### config.mk
export PLATFORM = sky130hd
export DESIGN_NAME = digital_seq_3v3_flat
export DESIGN_NICKNAME = d
export VERILOG_FILES = /design/src/rtl/digital_seq_pkg.sv /design/src/rtl/digital_seq_3v3_if.sv /design/src/rtl/digital_seq_timer.sv /design/src/rtl/digital_seq_3v3.sv /design/src/flat_wrapper.sv
export SDC_FILE = /design/constraint.sdc
export NUM_CORES = 1
export LEC_CHECK = 0
export ABC_AREA = 1
export CORE_UTILIZATION = 53
export DETAILED_ROUTE_END_ITERATION = 12
export PLACE_DENSITY = 0.75
export SLEW_MARGIN = 40
export SYNTH_ARGS = -nofsm -noshare
export SYNTH_HDL_FRONTEND = slang
export SYNTH_HIERARCHICAL = 1
export SYNTH_SLANG_ARGS = --single-unit
### constraint.sdc
create_clock -name clk -period 2.28 [get_ports clk]
set_input_delay 0.456 -clock clk [delete_from_list [all_inputs] [get_ports clk]]
set_output_delay 0.456 -clock clk [all_outputs]
set_load 0.02 [all_outputs]
### src/rtl/digital_seq_pkg.sv
// Purpose: shared types and limits for the 3v3 digital-domain staged enable sequencer.
// Latency: n/a (types and constants only).
// Backpressure: n/a.
//
// Holds the sequencer state encoding and the legal ranges for the stage count
// and the inter-stage delay width. FAULT is always encoded here; it is only
// reachable when the top is built with DIGITAL_SEQ_FAULT_EN.
package digital_seq_pkg;

    localparam logic [2:0] ST_OFF_ENC   = 3'd0;
    localparam logic [2:0] ST_UP_ENC    = 3'd1;
    localparam logic [2:0] ST_ON_ENC    = 3'd2;
    localparam logic [2:0] ST_DOWN_ENC  = 3'd3;
    localparam logic [2:0] ST_FAULT_ENC = 3'd4;

    typedef enum logic [2:0] {
        ST_OFF   = ST_OFF_ENC,
        ST_UP    = ST_UP_ENC,
        ST_ON    = ST_ON_ENC,
        ST_DOWN  = ST_DOWN_ENC,
        ST_FAULT = ST_FAULT_ENC
    } state_t;

    localparam int NSTAGE_MIN = 2;
    localparam int NSTAGE_MAX = 16;
    localparam int DLY_W_MIN  = 1;
    localparam int DLY_W_MAX  = 16;

endpackage

### src/rtl/digital_seq_3v3_if.sv
// Purpose: request/status bundle between power-management logic and the sequencer.
// Latency: n/a (wiring only).
// Backpressure: none; req is a level, ack/busy report progress.
//
// master: power-management side (drives req, dly; observes en, ack, busy).
// slave : sequencer side (observes req, dly; drives en, ack, busy).
interface digital_seq_3v3_if #(
    parameter int NSTAGE = 4,
    parameter int DLY_W  = 8
);
    logic              req;
    logic [DLY_W-1:0]  dly;
    logic [NSTAGE-1:0] en;
    logic              ack;
    logic              busy;

    modport master (output req, output dly, input en, input ack, input busy);
    modport slave  (input req, input dly, output en, output ack, output busy);
endinterface

### src/rtl/digital_seq_timer.sv
// Purpose: inter-stage gap down-counter with load, decrement and zero flag.
// Latency: load/decrement visible one clk after the controlling edge.
// Backpressure: none; load wins over decrement, decrement saturates at zero.
//
// Ports: clk, resetn (sync, active-low), load + load_val, dec, zero (cnt == 0).
module digital_seq_timer #(
    parameter int DLY_W = 8
) (
    input  logic             clk,
    input  logic             resetn,
    input  logic             load,
    input  logic [DLY_W-1:0] load_val,
    input  logic             dec,
    output logic             zero
);
    localparam logic [DLY_W-1:0] CNT_ONE = {{(DLY_W-1){1'b0}}, 1'b1};

    logic [DLY_W-1:0] cnt_q;
    logic [DLY_W-1:0] cnt_d;

    assign zero = (cnt_q == '0);

    always_comb begin
        cnt_d = cnt_q;
        if (load) begin
            cnt_d = load_val;
        end else if (dec && !zero) begin
            cnt_d = cnt_q - CNT_ONE;
        end
    end

    always_ff @(posedge clk) begin
        if (!resetn) begin
            cnt_q <= '0;
        end else begin
            cnt_q <= cnt_d;
        end
    end
endmodule

### src/rtl/digital_seq_3v3.sv
// Purpose: staged enable sequencer; ramps NSTAGE enables up in ascending order and down in descending order.
// Latency: en[k] rises 1+k*(dly+1) edges after req=1 is first seen in OFF; ack after NSTAGE*(dly+1) more gaps.
// Backpressure: req is a level; reversal mid-sequence turns around on the next edge, ack only when fully on.
//
// Ports: clk, resetn (sync, active-low), bus (digital_seq_3v3_if.slave: req, dly, en, ack, busy),
//        fault (only with DIGITAL_SEQ_FAULT_EN: forces all enables off and latches FAULT).
// Optional feature macro: DIGITAL_SEQ_FAULT_EN.
// en is always a thermometer code, so "set lowest clear bit" is a left shift in
// of a one and "clear highest set bit" is a right shift in of a zero.
module digital_seq_3v3
    import digital_seq_pkg::*;
#(
    parameter int NSTAGE = 4,
    parameter int DLY_W  = 8
) (
    input  logic clk,
    input  logic resetn,
`ifdef DIGITAL_SEQ_FAULT_EN
    input  logic fault,
`endif
    digital_seq_3v3_if.slave bus
);

    if (NSTAGE < NSTAGE_MIN || NSTAGE > NSTAGE_MAX || DLY_W < DLY_W_MIN || DLY_W > DLY_W_MAX) begin : g_bad_param
        $error("digital_seq_3v3: NSTAGE or DLY_W out of range");
    end

    state_t            state_q, state_d;
    logic [NSTAGE-1:0] en_q, en_d;
    logic              ack_q, ack_d;
    logic              busy_q, busy_d;

    logic              tmr_load;
    logic              tmr_dec;
    logic              tmr_zero;

    logic [NSTAGE-1:0] en_up;
    logic [NSTAGE-1:0] en_dn;
    logic              en_full;
    logic              en_empty;

    assign en_up    = {en_q[NSTAGE-2:0], 1'b1};
    assign en_dn    = {1'b0, en_q[NSTAGE-1:1]};
    assign en_full  = &en_q;
    assign en_empty = (en_q == '0);

    digital_seq_timer #(.DLY_W(DLY_W)) u_timer (
        .clk      (clk),
        .resetn   (resetn),
        .load     (tmr_load),
        .load_val (bus.dly),
        .dec      (tmr_dec),
        .zero     (tmr_zero)
    );

    // State and registered outputs
    always_ff @(posedge clk) begin
        if (!resetn) begin
            state_q <= ST_OFF;
            en_q    <= '0;
            ack_q   <= 1'b0;
            busy_q  <= 1'b0;
        end else begin
            state_q <= state_d;
            en_q    <= en_d;
            ack_q   <= ack_d;
            busy_q  <= busy_d;
        end
    end

    // Next state; a req reversal takes precedence over the gap counter
    always_comb begin
        state_d = state_q;
        unique case (state_q)
            ST_OFF:  if (bus.req) state_d = ST_UP;
            ST_UP: begin
                if (!bus.req)                state_d = ST_DOWN;
                else if (tmr_zero && en_full) state_d = ST_ON;
            end
            ST_ON:   if (!bus.req) state_d = ST_DOWN;
            ST_DOWN: begin
                if (bus.req)                   state_d = ST_UP;
                else if (tmr_zero && en_empty) state_d = ST_OFF;
            end
`ifdef DIGITAL_SEQ_FAULT_EN
            ST_FAULT: if (!fault && !bus.req) state_d = ST_OFF;
`endif
            default: state_d = ST_OFF;
        endcase
`ifdef DIGITAL_SEQ_FAULT_EN
        if (fault) state_d = ST_FAULT;
`endif
    end

    // Enable vector and gap-timer control; each stage step reloads the gap from dly
    always_comb begin
        en_d     = en_q;
        tmr_load = 1'b0;
        tmr_dec  = 1'b0;
        unique case (state_q)
            ST_OFF: begin
                if (bus.req) begin
                    en_d     = en_up;
                    tmr_load = 1'b1;
                end
            end
            ST_UP: begin
                if (!bus.req) begin
                    en_d     = en_dn;
                    tmr_load = 1'b1;
                end else if (!tmr_zero) begin
                    tmr_dec = 1'b1;
                end else if (!en_full) begin
                    en_d     = en_up;
                    tmr_load = 1'b1;
                end
            end
            ST_ON: begin
                if (!bus.req) begin
                    en_d     = en_dn;
                    tmr_load = 1'b1;
                end
            end
            ST_DOWN: begin
                if (bus.req) begin
                    en_d     = en_up;
                    tmr_load = 1'b1;
                end else if (!tmr_zero) begin
                    tmr_dec = 1'b1;
                end else if (!en_empty) begin
                    en_d     = en_dn;
                    tmr_load = 1'b1;
                end
            end
            default: en_d = '0;
        endcase
`ifdef DIGITAL_SEQ_FAULT_EN
        if (fault) begin
            en_d     = '0;
            tmr_load = 1'b0;
            tmr_dec  = 1'b0;
        end
`endif
    end

    // Status flags are registered copies of the next-state decode
    always_comb begin
        ack_d  = (state_d == ST_ON);
        busy_d = (state_d == ST_UP) || (state_d == ST_DOWN);
    end

    assign bus.en   = en_q;
    assign bus.ack  = ack_q;
    assign bus.busy = busy_q;

endmodule

### src/flat_wrapper.sv
// flat-port wrapper written by rule: the top's interface ports become plain ports
module digital_seq_3v3_flat import digital_seq_pkg::*;
#(
    parameter int NSTAGE = 4,
    parameter int DLY_W  = 8
)
  (clk, resetn, bus_req, bus_dly, bus_en, bus_ack, bus_busy);
  digital_seq_3v3_if #(.NSTAGE(NSTAGE), .DLY_W(DLY_W)) bus_i ();
  input  logic clk;
  input  logic resetn;
  input wire logic [$bits(bus_i.req)-1:0] bus_req;
  input wire logic [$bits(bus_i.dly)-1:0] bus_dly;
  output wire logic [$bits(bus_i.en)-1:0] bus_en;
  output wire logic [$bits(bus_i.ack)-1:0] bus_ack;
  output wire logic [$bits(bus_i.busy)-1:0] bus_busy;
  assign bus_i.req = bus_req;
  assign bus_i.dly = bus_dly;
  assign bus_en = bus_i.en;
  assign bus_ack = bus_i.ack;
  assign bus_busy = bus_i.busy;
  digital_seq_3v3 #(.NSTAGE(NSTAGE), .DLY_W(DLY_W)) u_core (.clk(clk), .resetn(resetn), .bus(bus_i));
endmodule
==> flow_summary.json <==
{
  "ant_nets": 0,
  "area_growth_pct": 20.7,
  "place_ws_ns": 0.0552,
  "wl_per_cell_um": 10.8,
  "antenna_cells": 0,
  "hold_violations": 0,
  "fin_ws_ns": 0.345,
  "die_y_um": 49.3,
  "use_met1": 0.369,
  "cp-end-kind": "register",
  "nets": 241,
  "async_reset_ff_frac": 0,
  "fill_cells": 183,
  "fin_crit_sh": 0.848,
  "synth_edf_count": 0,
  "tns_ns": 0,
  "root_buffer": "clkbuf_4",
  "met2_usage": 0.361,
  "worst_skew_pair.late_latency_ns": 0.30,
  "core-area_sq_um": 2040,
  "cts_buffers": 3,
  "cts_tree": "done",
  "clk_path_buf_depth": 2,
  "ir_worst_vdd_mv": 0.363,
  "min_path_type": "reg -> reg",
  "skew_ns": 0.00443,
  "die_area_sq_um": 2430,
  "drive_gt1_frac": 0.115,
  "avgSynthCellArea_sq_um": 5.79,
  "clock_sinks": 17,
  "finalInstanceArea_sq_um": 1430,
  "crit_fanout": 10,
  "grt_max_degree": 12,
  "fin_total_pwr_w": 0.000787,
  "synth_nets": 218,
  "fin_crit_ns": 1.93,
  "vias": 1288,
  "drt-initial-drc-count": 68,
  "busiest_layer": "met1",
  "rsz0062_at_grt": "no",
  "finalWeightedCongestion": 0.962,
  "start_util": 0.581,
  "grt_first_pass_wirelength_um": 4800,
  "grt_pass1_vias": 1126,
  "htreeDepth": 1,
  "synthFlopType": "dfxtp_1",
  "synth_seq_cells": 17,
  "cts-resized-gates": 0,
  "drc": 0,
  "port_buffers": 16,
  "clkTransAtPathRegs_ns": 0.10,
  "first_pass_iters": 5,
  "outcome": "complete, no violations",
  "routed_wirelength_um": 2740,
  "setup_viol": 0,
  "io_pins": 17,
  "row_count": 16,
  "worstPathArrival_ns": 2.15,
  "powerDensity_nw_per_um2": 550,
  "viasPerCell": 5.07,
  "hold_ws_ns": 0.526,
  "ctsHoldBuffers": 0,
  "die_w_um": 49.3,
  "yosysSeqAreaShare": 0.287,
  "grtUsageTotal": 0.255,
  "postSynthCellCount": 205,
  "path_class": "in -> reg",
  "slew_violations": 0,
  "start_kind": "primary input",
  "yosysWarnings": 6,
  "hpwl_um": 2200,
  "cts_setup_buffers": 0,
  "use_met3": 0.0685,
  "netlist_area_sq_um": 1190,
  "maxCapViolations": 0,
  "p_leak_nw": 0.708,
  "cp.required_ns": 2.50,
  "grt_remaining_overflow": 0,
  "antenna_found_initial": 0,
  "place_area_sq_um": 1400,
  "ys_types": 22,
  "max_freq_ghz": 0.517
}
[synthesized netlist by cell type, types with 3 or more instances]
cell | count | area share
a21oi_1 | 8 | 0.034
dfxtp_1 | 17 | 0.29
inv_1 | 23 | 0.073
inv_2 | 5 | 0.016
nand2_1 | 67 | 0.21
nand2_2 | 4 | 0.021
nand3_1 | 26 | 0.11
nand4_1 | 4 | 0.021
nor2_1 | 25 | 0.079
nor2_2 | 3 | 0.016
o21ai_0 | 7 | 0.030
o21ai_1 | 3 | 0.013
[path summary, 6_finish.rpt]
kind                                              from                                   end  slack (ns)  depth (start not counted)
hold / removal    u_core/u_timer/cnt_q[0]$_SDFFE_PN0P_  u_core/u_timer/cnt_q[0]$_SDFFE_PN0P_        0.53                          2
setup / recovery                               bus_req  u_core/u_timer/cnt_q[0]$_SDFFE_PN0P_        0.35                         11
setup reg to reg  u_core/u_timer/cnt_q[2]$_SDFFE_PN0P_  u_core/u_timer/cnt_q[0]$_SDFFE_PN0P_        0.35                         11
hold reg to reg   u_core/u_timer/cnt_q[0]$_SDFFE_PN0P_  u_core/u_timer/cnt_q[0]$_SDFFE_PN0P_        0.53                          2
[state kept, by name, summed over array words and instances (netlist names)]
name                  count
u_core/bus.en             4
u_core/state_q            3
u_core/u_timer/cnt_q      8
u_core/bus.ack            1
u_core/bus.busy           1
[critical path, cell delays in order]
cell and delay (ns):
clkdlybuf4s50_1 0.59, inv_1 0.13, nand3_1 0.12, nand2_1 0.07, inv_2 0.05, nand3_2 0.06, nor2_1 0.17, inv_2 0.13
nand3_1 0.14, nor2_1 0.06, nor3_1 0.17
[per-layer routing]
layer / share of wire / vias to the layer above
met5: 0 / -
met4: 0.0098 / 0
met3: 0.072 / 5
met2: 0.41 / 40
met1: 0.51 / 555
li1: - / 688
[final cells by class]
type / count / area, sq um / share of cell area
Sequential cell: 17 / 340 / 0.238
Timing Repair Buffer: 20 / 190 / 0.133
Inverter: 29 / 110 / 0.0769
Multi-Input combinational cell: 157 / 727 / 0.508
Clock buffer: 3 / 22.5 / 0.0157
Tap cell: 27 / 33.8 / 0.0236
Clock inverter: 1 / 7.51 / 0.00524
[logic make-up (layout without fill, tap and decap cells)]
| logic type | after synthesis | after routing | synth area share |
|---|---|---|---|
| AOI/OAI and AO/OA | 18 | 18 | 0.0759 |
| xor gates and xnor gates | 1 | 1 | 0.00739 |
| adders and majority gates | 2 | 2 | 0.0211 |
| buffers and inverters | 31 | 53 | 0.102 |
| DFF | 17 | 17 | 0.287 |
| other | 1 | 1 | 0.00316 |
| and+or+nand+nor | 135 | 135 | 0.503 |
[layout by cell type (no fill, tap or decap), types with 4 or more instances in the layout]
| cell | instances |
|---|---|
| o21ai_0 | 7 |
| nand3_1 | 26 |
| a21oi_1 | 8 |
| nand4_1 | 4 |
| nand2_2 | 4 |
| nand2_1 | 67 |
| nor2_2 | 4 |
| inv_1 | 23 |
| inv_2 | 5 |
| nor2_1 | 24 |
| buf_4 | 4 |
| dfxtp_1 | 17 |
| clkdlybuf4s50_1 | 16 |
[power breakdown]
part,switching (W),total [W],internal [W]
clock,0.000100,0.000167,0.0000668
combinational,0.000166,0.000275,0.000109
sequential,0.0000255,0.000344,0.000319
total,0.000292,0.000787,0.000495
[stage by stage]
step | util | std cells
finish | 0.701 | 254
global route | 0.701 | 254
CTS | 0.700 | 254
detailed placement | 0.685 | 250
global placement | 0.685 | 250
floorplan | - | 205
Power figures use the tool's default switching activity.
